==> config.mk <==
export PLATFORM = sky130hd
export DESIGN_NAME = cc_gen_unit_flat
export DESIGN_NICKNAME = d
export VERILOG_FILES = /design/src/rtl/cc_gen_if.sv /design/src/rtl/cc_gen_unit.sv /design/src/flat_wrapper.sv
export SDC_FILE = /design/constraint.sdc
export NUM_CORES = 1
export LEC_CHECK = 0
export ABC_CLOCK_PERIOD_IN_PS = 1250
export BUFFER_PORTS_ARGS = -buffer_cell sky130_fd_sc_hd__buf_2
export CAP_MARGIN = 30
export CORE_MARGIN = 4
export CORE_UTILIZATION = 28
export DETAILED_ROUTE_END_ITERATION = 12
export PLACE_DENSITY = 0.76
export SETUP_SLACK_MARGIN = 0.3
export SLEW_MARGIN = 20
export SYNTH_ARGS = -nofsm -noshare
export SYNTH_HDL_FRONTEND = slang
export SYNTH_SLANG_ARGS = --single-unit
==> constraint.sdc <==
create_clock -name clk -period 1.25 [get_ports clk]
set_input_delay 0.125 -clock clk [delete_from_list [all_inputs] [get_ports clk]]
set_output_delay 0.125 -clock clk [all_outputs]
set_load 0.05 [all_outputs]
==> src/rtl/cc_gen_if.sv <==
// Condition-code generator bus: EX-stage flag inputs, pipeline controls,
// direct CCR write port, and the forwarded/committed flag outputs.
interface cc_gen_if #(
    parameter int WIDTH = 32
);
    logic             ex_valid;
    logic             ex_setcc;
    logic [1:0]       ex_op;
    logic [WIDTH-1:0] ex_a;
    logic [WIDTH-1:0] ex_b;
    logic [WIDTH-1:0] ex_res;
    logic             stall;
    logic             flush;
    logic             ccr_wr_en;
    logic [3:0]       ccr_wr_data;
    logic [3:0]       cc4;
    logic [3:0]       ccr_q;
    logic             cc_pending;

    modport master (
        output ex_valid, ex_setcc, ex_op, ex_a, ex_b, ex_res,
        output stall, flush, ccr_wr_en, ccr_wr_data,
        input  cc4, ccr_q, cc_pending
    );

    modport slave (
        input  ex_valid, ex_setcc, ex_op, ex_a, ex_b, ex_res,
        input  stall, flush, ccr_wr_en, ccr_wr_data,
        output cc4, ccr_q, cc_pending
    );
endinterface

==> src/rtl/cc_gen_unit.sv <==
// Condition-code generator: computes ZNCV in EX, carries them through M/W,
// commits to the CCR, and forwards the youngest in-flight flags to branches.
module cc_gen_unit #(
    parameter int WIDTH = 32
) (
    input  logic     clk,
    input  logic     rst,
    cc_gen_if.slave  bus
);
    localparam int S = WIDTH - 1;

    typedef enum logic [1:0] {
        OP_LOGIC = 2'b00,
        OP_ADD   = 2'b01,
        OP_SUB   = 2'b10,
        OP_PASS  = 2'b11
    } cc_op_e;

    typedef struct packed {
        logic       valid;
        logic [3:0] flags;  // {v, c, n, z}
    } cc_entry_t;

    cc_entry_t  m_q, m_d, w_q, w_d;
    logic [3:0] ccr_q, ccr_d;
    logic [3:0] ex_flags;
    logic [3:0] cc4;
    logic       a_s, b_s, r_s;

    assign a_s = bus.ex_a[S];
    assign b_s = bus.ex_b[S];
    assign r_s = bus.ex_res[S];

    // NOTE: every output of a combinational block gets a default first so no path leaves it unassigned (no latch).
    always_comb begin
        ex_flags    = 4'b0000;
        ex_flags[0] = (bus.ex_res == '0);
        ex_flags[1] = r_s;
        unique case (cc_op_e'(bus.ex_op))
            OP_ADD: begin
                ex_flags[2] = (a_s & b_s) | ((a_s | b_s) & ~r_s);
                ex_flags[3] = (a_s == b_s) & (r_s != a_s);
            end
            OP_SUB: begin
                ex_flags[2] = (a_s & ~b_s) | ((a_s | ~b_s) & ~r_s);
                ex_flags[3] = (a_s != b_s) & (r_s != a_s);
            end
            // Pass keeps whatever C/V a branch would see right now.
            OP_PASS: ex_flags[3:2] = cc4[3:2];
            default: ex_flags[3:2] = 2'b00;
        endcase
    end

    always_comb begin
        if (m_q.valid)      cc4 = m_q.flags;
        else if (w_q.valid) cc4 = w_q.flags;
        else                cc4 = ccr_q;
    end

    always_comb begin
        m_d   = m_q;
        w_d   = w_q;
        ccr_d = ccr_q;
        if (bus.ccr_wr_en) begin
            // Context restore overrides the pipeline and drops any W commit.
            ccr_d     = bus.ccr_wr_data;
            m_d.valid = 1'b0;
            w_d.valid = 1'b0;
        end else if (bus.stall) begin
            if (bus.flush) begin
                m_d.valid = 1'b0;
                w_d.valid = 1'b0;
            end
        end else begin
            m_d.valid = bus.ex_valid & bus.ex_setcc & ~bus.flush;
            m_d.flags = ex_flags;
            w_d.valid = m_q.valid & ~bus.flush;
            w_d.flags = m_q.flags;
            if (w_q.valid) ccr_d = w_q.flags;
        end
    end

    // NOTE: state registers use non-blocking assignments so all of them sample the pre-edge values.
    always_ff @(posedge clk) begin
        if (rst) begin
            m_q   <= '0;
            w_q   <= '0;
            ccr_q <= 4'b0000;
        end else begin
            m_q   <= m_d;
            w_q   <= w_d;
            ccr_q <= ccr_d;
        end
    end

    assign bus.cc4        = cc4;
    assign bus.ccr_q      = ccr_q;
    assign bus.cc_pending = m_q.valid | w_q.valid;
endmodule

==> src/flat_wrapper.sv <==
// flat-port wrapper written by rule: the top's interface ports become plain ports
module cc_gen_unit_flat 
#(
    parameter int WIDTH = 32
)
  (clk, rst, bus_ex_valid, bus_ex_setcc, bus_ex_op, bus_ex_a, bus_ex_b, bus_ex_res, bus_stall, bus_flush, bus_ccr_wr_en, bus_ccr_wr_data, bus_cc4, bus_ccr_q, bus_cc_pending);
  cc_gen_if #(.WIDTH(WIDTH)) bus_i ();
  input  logic clk;
  input  logic rst;
  input wire logic [$bits(bus_i.ex_valid)-1:0] bus_ex_valid;
  input wire logic [$bits(bus_i.ex_setcc)-1:0] bus_ex_setcc;
  input wire logic [$bits(bus_i.ex_op)-1:0] bus_ex_op;
  input wire logic [$bits(bus_i.ex_a)-1:0] bus_ex_a;
  input wire logic [$bits(bus_i.ex_b)-1:0] bus_ex_b;
  input wire logic [$bits(bus_i.ex_res)-1:0] bus_ex_res;
  input wire logic [$bits(bus_i.stall)-1:0] bus_stall;
  input wire logic [$bits(bus_i.flush)-1:0] bus_flush;
  input wire logic [$bits(bus_i.ccr_wr_en)-1:0] bus_ccr_wr_en;
  input wire logic [$bits(bus_i.ccr_wr_data)-1:0] bus_ccr_wr_data;
  output wire logic [$bits(bus_i.cc4)-1:0] bus_cc4;
  output wire logic [$bits(bus_i.ccr_q)-1:0] bus_ccr_q;
  output wire logic [$bits(bus_i.cc_pending)-1:0] bus_cc_pending;
  assign bus_i.ex_valid = bus_ex_valid;
  assign bus_i.ex_setcc = bus_ex_setcc;
  assign bus_i.ex_op = bus_ex_op;
  assign bus_i.ex_a = bus_ex_a;
  assign bus_i.ex_b = bus_ex_b;
  assign bus_i.ex_res = bus_ex_res;
  assign bus_i.stall = bus_stall;
  assign bus_i.flush = bus_flush;
  assign bus_i.ccr_wr_en = bus_ccr_wr_en;
  assign bus_i.ccr_wr_data = bus_ccr_wr_data;
  assign bus_cc4 = bus_i.cc4;
  assign bus_ccr_q = bus_i.ccr_q;
  assign bus_cc_pending = bus_i.cc_pending;
  cc_gen_unit #(.WIDTH(WIDTH)) u_core (.clk(clk), .rst(rst), .bus(bus_i));
endmodule
; Word level (Yosys, flattened, before mapping)
; Cells that the tools add are included.
[totals]
ff_bits = 14
in_bits = 109
out_inout_bits = 9
wordCells = 43
[classes]
n_eq_ne = 8
muxes = 8
n_bitwise = 19
n_reduce_logical = 3
[ops]
columns = cell, n
row1 = zero test 32 bit, 1
row2 = 2-to-1 mux 4 bit, 4
row3 = bitwise AND 1 bit, 9
row4 = case mux 2 bit (3 select lines), 1
row5 = inverter 1 bit, 5
row6 = bitwise OR 1 bit, 5
row7 = "== test 2 bit, second input constant", 2
row8 = "!= test 2 x 1 -> 1 bit, second input constant", 2
row9 = 2-to-1 mux 1 bit, 3
row10 = "== test 2 x 1 -> 1 bit, second input constant", 1
row11 = != test 1 bit, 2
row12 = AND reduction 2 bit, 1
row13 = OR reduction 2 bit, 1
row14 = == test 1 bit, 1

; Longest topological paths before layout
; Gate-level depths: netlist of run 1.
[logic_depth]
ltp_word = 5
depth_mapped = 6
depth_no_buf = 6

; Worst setup path after synthesis of run 1
; OpenSTA, ideal clock, no wires.
[synth_path]
kind = reg2out
startpoint = register u_core.ccr_q[0], in the netlist u_core.bus.ccr_q[0]
endpoint = output port bus_cc4[0]
arrival_time_ns = 1.856
required_time_ns = 1.125
path_slack_ns = -0.731
stages_incl_launch_ff = 3
path_buffers = 0
path_cell_list = dfxtp_1 mux2i_1 o21ai_0
[synth_between]
elab_chain_cells = 2
[synth_rtl]
columns = element, line_no
row1 = from (decl), cc_gen_unit.sv:25  ; logic [3:0] ccr_q, ccr_d;
row2 = from (signal assigned), cc_gen_unit.sv:92  ; ccr_q <= ccr_d;
row3 = 2-to-1 mux 4 bit, n/a
row4 = 2-to-1 mux 4 bit, cc_gen_unit.sv:55  ; if (m_q.valid) cc4 = m_q.flags;
row5 = to (decl), flat_wrapper.sv:20  ; output wire logic [$bits(bus_i.cc4)-1:0] bus_cc4;
; Every way passes these cells.

; Worst setup path after layout of run 1
[layout_path]
startpoint = register u_core.w_q[4] in the netlist's numbering
endpoint = output port bus_cc4[3]
[layout_between]
elab_chain_cells = 2
[layout_rtl]
columns = element, line_no
row1 = from (decl), cc_gen_unit.sv:24  ; cc_entry_t m_q, m_d, w_q, w_d;
row2 = from (signal assigned), cc_gen_unit.sv:91  ; w_q <= w_d;
row3 = 2-to-1 mux 4 bit, n/a
row4 = 2-to-1 mux 4 bit, cc_gen_unit.sv:55
; Every way passes these cells.

==> results.py, run 1 <==
metrics = {
    "routing": {
        "drc_errors": 0,
        "vias_per_cell": 4.519,
        "ant_nets": 0,
        "drtIter0Drc": 36,
        "num_vias": 949,
        "drt_wl_total_um": 2308,
        "drt-pass1-iter-count": 3,
        "wl_per_cell_um": 10.99,
    },
    "critical_path": {
        "slowest_stage": "dfxtp_2",
        "crit_path_frequent_cell": "mux2_4",
        "cp_num_buf_inv": 1,
        "cp.arrival_ns": 1.38,
        "crit_chain": "mux2_4 > mux2_4 > buf_8",
        "path_class": "flip-flop to primary output",
        "max_stage_delay_ns": 0.36,
        "startpoint_type": "flip-flop",
        "required_ns": 1.12,
        "critPathMaxFanout": 3,
        "worstSetupEndpointType": "primary output",
        "crit_family": "multiplexers",
    },
    "run": {
        "drv_cap": 0,
    },
    "timing": {
        "finalHoldViolCount": 0,
        "skew_ns": 0.001545,
        "relSlewSlack_pct": 79.55,
        "report.final.slew_viol_count": 0,
        "worst_slew_pin_slew_ns": 0.3068,
        "setup_viol": 7,
        "fin_crit_ns": 1.503,
        "fin_ws_ns": -0.2526,
        "rsz0062_at_grt": "yes",
        "timing.final.crit_share_pct": 120.2,
        "whs_ns": 0.01990,
        "timing.fmax_mhz": 665.5,
    },
    "synth": {
        "ys_seq_elements": 14,
        "syn_area_um2": 894.6,
        "avgSynthCellArea_um2": 8.602,
        "synth_compound_area_share_pct": 11.47,
        "synth_top_family_by_area": "simple AND/OR/NAND/NOR gates",
        "synth_xor_area_share_pct": 0.9790,
        "yosys.area_share.simple_pct": 27.13,
        "yosysSeqAreaShare_pct": 31.33,
        "syn_nets": 217,
        "synthAdderAreaFrac_pct": 5.594,
        "synth_cells": 104,
        "post_synth_mux_area_share_pct": 17.34,
        "yosys_warnings": 0,
        "synth.distinct_cells": 31,
    },
    "finish": {
        "num_antenna_cells": 0,
        "nets": 280,
        "stdcell_count": 210,
        "n_fill_cell": 324,
        "regArea_um2": 291.5,
        "syn2layout_area_growth_pct": 56.50,
        "drive_above_1_share_pct": 53.01,
        "postLayoutCoreUtil_pct": 45.86,
        "multiInputGateArea_um2": 605.6,
    },
    "cts": {
        "tritoncts": "yes",
        "root_buffer": "clkbuf_4",
        "htreeDepth": 1,
        "clk_latency_ns": 0.28,
        "clk_pin_slew_ns": 0.09,
        "cts_buffers": 3,
        "clockBufferDepth": 2,
        "clock-sinks": 14,
    },
    "die": {
        "rows": 20,
        "coreArea_um2": 3053,
        "die_h_um": 64.53,
        "io-pin-count": 118,
        "initial_utilization_pct": 29.30,
        "die_w_um": 64.53,
        "die_area_um2": 4163,
    },
    "global_routing": {
        "grt_pass1_wl_um": 3726,
        "antenna_found_initial": 0,
        "grt_start_max_net_pins": 15,
        "grt_pass1_vias": 862,
        "grtUsageTotal_pct": 11.13,
        "grt_overflow": 0,
    },
    "placement": {
        "dp_cells": 203,
        "place.gp.congestion": 0.7453,
        "portBuffers": 55,
        "dp_hpwl_um": 1879,
    },
    "min_path": {
        "hp-class": "input pin to flip-flop",
    },
    "power": {
        "p_leak_uw": 0.0006438,
        "p_per_area_nw_per_um2": 789.7,
        "peakVddDrop_mv": 0.2121,
    },
    "status": {
        "violations": "negative setup slack",
        "outcome": "finished with violations",
    },
}
[metal layers]
layer  GRT usage, %  vias to the layer above  routed length, um
li1               -                      492                  -
met1          14.26                      407                998
met2          18.30                       48               1036
met3          2.946                        2                266
met4          3.166                        0                  6
met5              0                        -                  0
[stage by stage]
step	total power [uW]	setup WS, ns	area, um2	TNS [ns]
finish	1106	-0.2526	1400	-1.172
global route	1153	-0.2719	1400	-1.450
CTS	1121	-0.2671	1386	-1.240
detailed placement	750.9	-0.02856	1256	-0.05141
global placement	748.3	-0.04041	1256	-0.07474
floorplan	637.2	-0.1287	932.1	-0.2556
[cells in the mapped netlist]
cell type / n / area [um2]
inv_1: 3 / 11.26
nor3_1: 1 / 5.000
o21ai_2: 1 / 8.760
nor4_1: 9 / 56.30
or2_2: 1 / 6.260
a311oi_1: 1 / 8.760
a21oi_1: 6 / 30.03
a311oi_2: 1 / 15.01
nand4_1: 1 / 6.260
clkbuf_1: 2 / 7.510
buf_2: 1 / 5.000
mux2_1: 4 / 45.04
nand2b_4: 1 / 13.76
nand3_1: 2 / 10.01
o31ai_1: 1 / 7.510
nor2_4: 1 / 11.26
nand2_1: 15 / 56.30
nand3b_1: 1 / 7.510
nand3_2: 1 / 10.01
or2_0: 1 / 6.260
buf_12: 1 / 20.02
buf_6: 1 / 11.26
nor2b_1: 2 / 12.51
nor2_1: 11 / 41.29
dfxtp_1: 14 / 280.3
mux2i_1: 8 / 80.08
ha_1: 4 / 50.05
o211ai_1: 1 / 7.510
o21ai_0: 5 / 25.02
xor2_1: 1 / 8.760
mux2_4: 2 / 30.03
[cells in the final DEF (no fill, tap or decap), types with 2 or more instances in the layout]
cell / synthesis / final
buf_2: 1 / 47
nand2_1: 15 / 15
nor2_1: 11 / 11
nor4_1: 9 / 9
dfxtp_1: 14 / 9
buf_4: 0 / 8
mux2i_1: 8 / 6
mux2_4: 2 / 6
a21oi_1: 6 / 6
ha_1: 4 / 4
buf_6: 1 / 4
buf_8: 0 / 4
inv_1: 3 / 3
o21ai_0: 5 / 3
clkbuf_4: 0 / 3
dfxtp_2: 0 / 3
o21ai_2: 1 / 2
nor2b_1: 2 / 2
nand3_1: 2 / 2
dfxtp_4: 0 / 2
[registers in the layout, summed over array words and instances, names as in the netlist]
signal / flops
u_core.m_q: 5
u_core.w_q: 5
u_core.bus.ccr_q: 4
[timing repair]
action | CTS | global route
endpoints found under the setup margin | 17 | 15
endpoints found under the hold margin | 0 | 0
buffers inserted | 3 | 0
pin swaps | 1 | 0
gates resized for setup | 21 | 4
hold buffers | 0 | 0
gates cloned | 0 | 0
[where the power goes]
| part | total, uW | leakage [uW] | switching (uW) | internal [uW] |
|---|---|---|---|---|
| combinational | 300 | 0.000506 | 149 | 151 |
| clock | 328 | 0.0000210 | 151 | 177 |
| sequential | 478 | 0.000117 | 16.9 | 461 |
[path summary, 6_finish.rpt]
path	endpoint	cells after the start	start	slack, ns
worst min-delay path	u_core.w_q[4]$_SDFFE_PP0P_	2	bus_flush	0.02
worst min register to register	u_core.m_q[1]$_SDFFE_PP0P_	2	u_core.m_q[1]$_SDFFE_PP0P_	0.48
worst max-delay path	bus_cc4[3]	3	u_core.w_q[4]$_SDFFE_PP0P_	-0.25
worst max register to register	u_core.m_q[3]$_SDFFE_PP0P_	6	u_core.w_q[4]$_SDFFE_PP0P_	-0.19
[layout make-up]
| type | instances | share of cell area [%] |
|---|---|---|
| clock buffers | 4 | 2.592 |
| inverters | 3 | 0.8043 |
| multi-input cells | 82 | 43.25 |
| flip-flops and latches | 14 | 20.82 |
| well taps | 44 | 3.932 |
| repair buffers | 63 | 28.60 |
[logic make-up after synthesis]
| group | count (synthesis) |
|---|---|
| DFF | 14 |
| AOI/OAI and AO/OA | 16 |
| xor gates and xnor gates | 1 |
| muxes | 14 |
| and+or+nand+nor | 47 |
| adders and majority gates | 4 |
| buffers and inverters | 8 |
No activity file was read; power rests on OpenSTA's default activity.
==> inputs of run 2 (changes only) <==
- CORE_MARGIN: 4 -> 2
- GPL_ROUTABILITY_DRIVEN: unset -> 0
- MAX_ROUTING_LAYER: unset -> met4
==> results.py, run 2 (synthesized netlist as in run 1, its figures left out) <==
metrics = {
    "die": {
        "initial_utilization_pct": 29.30,
        "die_w_um": 60.53,
        "io-pin-count": 118,
        "coreArea_um2": 3053,
        "rows": 20,
        "die_h_um": 60.53,
        "die_area_um2": 3663,
    },
    "global_routing": {
        "grt_overflow": 0,
        "grt_start_max_net_pins": 15,
        "grt_pass1_wl_um": 3753,
        "grtUsageTotal_pct": 13.83,
        "grt_pass1_vias": 862,
        "antenna_found_initial": 0,
    },
    "min_path": {
        "hp-class": "input pin to flip-flop",
    },
    "finish": {
        "final_cell_mix": "buf_2, nand2_1, nor2_1",
        "postLayoutCoreUtil_pct": 46.52,
        "drive_above_1_share_pct": 52.69,
        "layout_commonest_cell": "buf_2",
        "reg_top3": "u_core.m_q x5, u_core.w_q x5, u_core.bus.ccr_q x4",
        "num_antenna_cells": 0,
        "nets": 281,
        "n_fill_cell": 312,
        "syn2layout_area_growth_pct": 58.74,
    },
    "critical_path": {
        "critPathMaxFanout": 3,
        "r2r_cells": 7,
        "required_ns": 1.12,
        "regToRegSetupSlack_ns": -0.19,
        "worstSetupEndpointType": "primary output",
        "critical_path.endpoint": "bus_cc4[3]",
        "r2r-start": "u_core.w_q[4]$_SDFFE_PP0P_",
        "startpoint_type": "flip-flop",
        "cp.arrival_ns": 1.41,
        "r2r-end": "u_core.m_q[2]$_SDFFE_PP0P_",
        "setup.worst_path.start": "u_core.w_q[4]$_SDFFE_PP0P_",
        "path_class": "flip-flop to primary output",
    },
    "cts": {
        "clk_latency_ns": 0.29,
        "htreeDepth": 1,
        "root_buffer": "clkbuf_4",
        "clockBufferDepth": 2,
        "cts_buffers": 3,
        "clk_pin_slew_ns": 0.09,
        "clock-sinks": 14,
        "tritoncts": "yes",
    },
    "routing": {
        "num_vias": 953,
        "drtIter0Drc": 12,
        "drt-pass1-iter-count": 3,
        "wl_met2_um": 965,
        "drt_wl_total_um": 2253,
        "ant_nets": 0,
        "drc_errors": 0,
        "vias_per_cell": 4.517,
        "top_layer": "met4",
        "wl_per_cell_um": 10.68,
        "met3WireLength_um": 202,
        "wl_met1_um": 1063,
    },
    "timing": {
        "whs_ns": 0.007166,
        "fin_crit_ns": 1.540,
        "rsz0062_at_grt": "yes",
        "fin_ws_ns": -0.2897,
        "relSlewSlack_pct": 75.32,
        "finalHoldViolCount": 0,
        "setup_viol": 11,
        "timing.fmax_mhz": 649.5,
        "skew_ns": 0.007564,
        "timing.final.crit_share_pct": 123.2,
        "report.final.slew_viol_count": 0,
        "fin_tns_setup_ns": -1.714,
        "worst_slew_pin_slew_ns": 0.3697,
    },
    "power": {
        "p_leak_uw": 0.0006454,
        "p_per_area_nw_per_um2": 742.9,
        "peakVddDrop_mv": 0.2474,
    },
    "status": {
        "outcome": "finished with violations",
        "violations": "negative setup slack",
    },
    "placement": {
        "portBuffers": 55,
        "dp_hpwl_um": 1787,
    },
    "run": {
        "drv_cap": 0,
    },
}
-- run 2: what timing repair did --
item | CTS | global route
setup buffers | 4 | 0
gates resized for setup | 26 | 6
endpoints found under the setup margin | 17 | 17
hold buffers | 0 | 0
gates cloned | 0 | 0
pin swaps | 1 | 1
-- run 2: final cells by class --
class / count / area, um2 / area share [%]
flip-flops and latches: 14 / 294.0 / 20.70
clock buffers: 4 / 26.28 / 1.850
inverters: 3 / 11.26 / 0.7930
multi-input cells: 82 / 608.1 / 42.82
repair buffers: 64 / 425.4 / 29.96
well taps: 44 / 55.05 / 3.877
-- run 2: power breakdown --
| group | switching (uW) | total (uW) | internal (uW) |
|---|---|---|---|
| logic | 150 | 300 | 150 |
| clock network | 155 | 279 | 124 |
| registers | 17.1 | 476 | 459 |
| total | 322 | 1050 | 732 |
-- run 2: how the worst min path moves through the flow --
stage,start,end,slack [ns],cells after the start
CTS,bus_flush,u_core.w_q[4]$_SDFFE_PP0P_,0.001,2
global route,bus_flush,u_core.w_q[4]$_SDFFE_PP0P_,0.002,2
detailed placement,bus_flush,u_core.w_q[4]$_SDFFE_PP0P_,0.32,2
finish,bus_flush,u_core.w_q[4]$_SDFFE_PP0P_,0.007,2
global placement,bus_flush,u_core.m_q[4]$_SDFFE_PP0P_,0.32,2
floorplan,rst,u_core.m_q[3]$_SDFFE_PP0P_,0.19,1
-- run 2: worst max-delay path, cell delays in order, from the launching register on --
cell and delay [ns]:
dfxtp_4 0.37, mux2_4 0.30, mux2_4 0.30, buf_8 0.15
-- run 2: per-stage QoR --
step | worst slack [ns] | total power [uW] | instance area [um2] | cells
4_1_cts | -0.2859 | 1062 | 1400 | 211
2_1_floorplan | -0.1287 | 637.2 | 932.1 | 104
5_1_grt | -0.3316 | 1113 | 1420 | 211
3_5_place_dp | -0.05199 | 752.1 | 1256 | 203
3_3_place_gp | -0.04340 | 748.1 | 1256 | 203
6_report | -0.2897 | 1055 | 1420 | 211
-- run 2: layer usage --
| layer | track usage, % | up-vias |
|---|---|---|
| met3 | 1.919 | 3 |
| met5 | - | - |
| met4 | 3.727 | 0 |
| met2 | 21.89 | 52 |
| li1 | - | 497 |
| met1 | 18.55 | 401 |
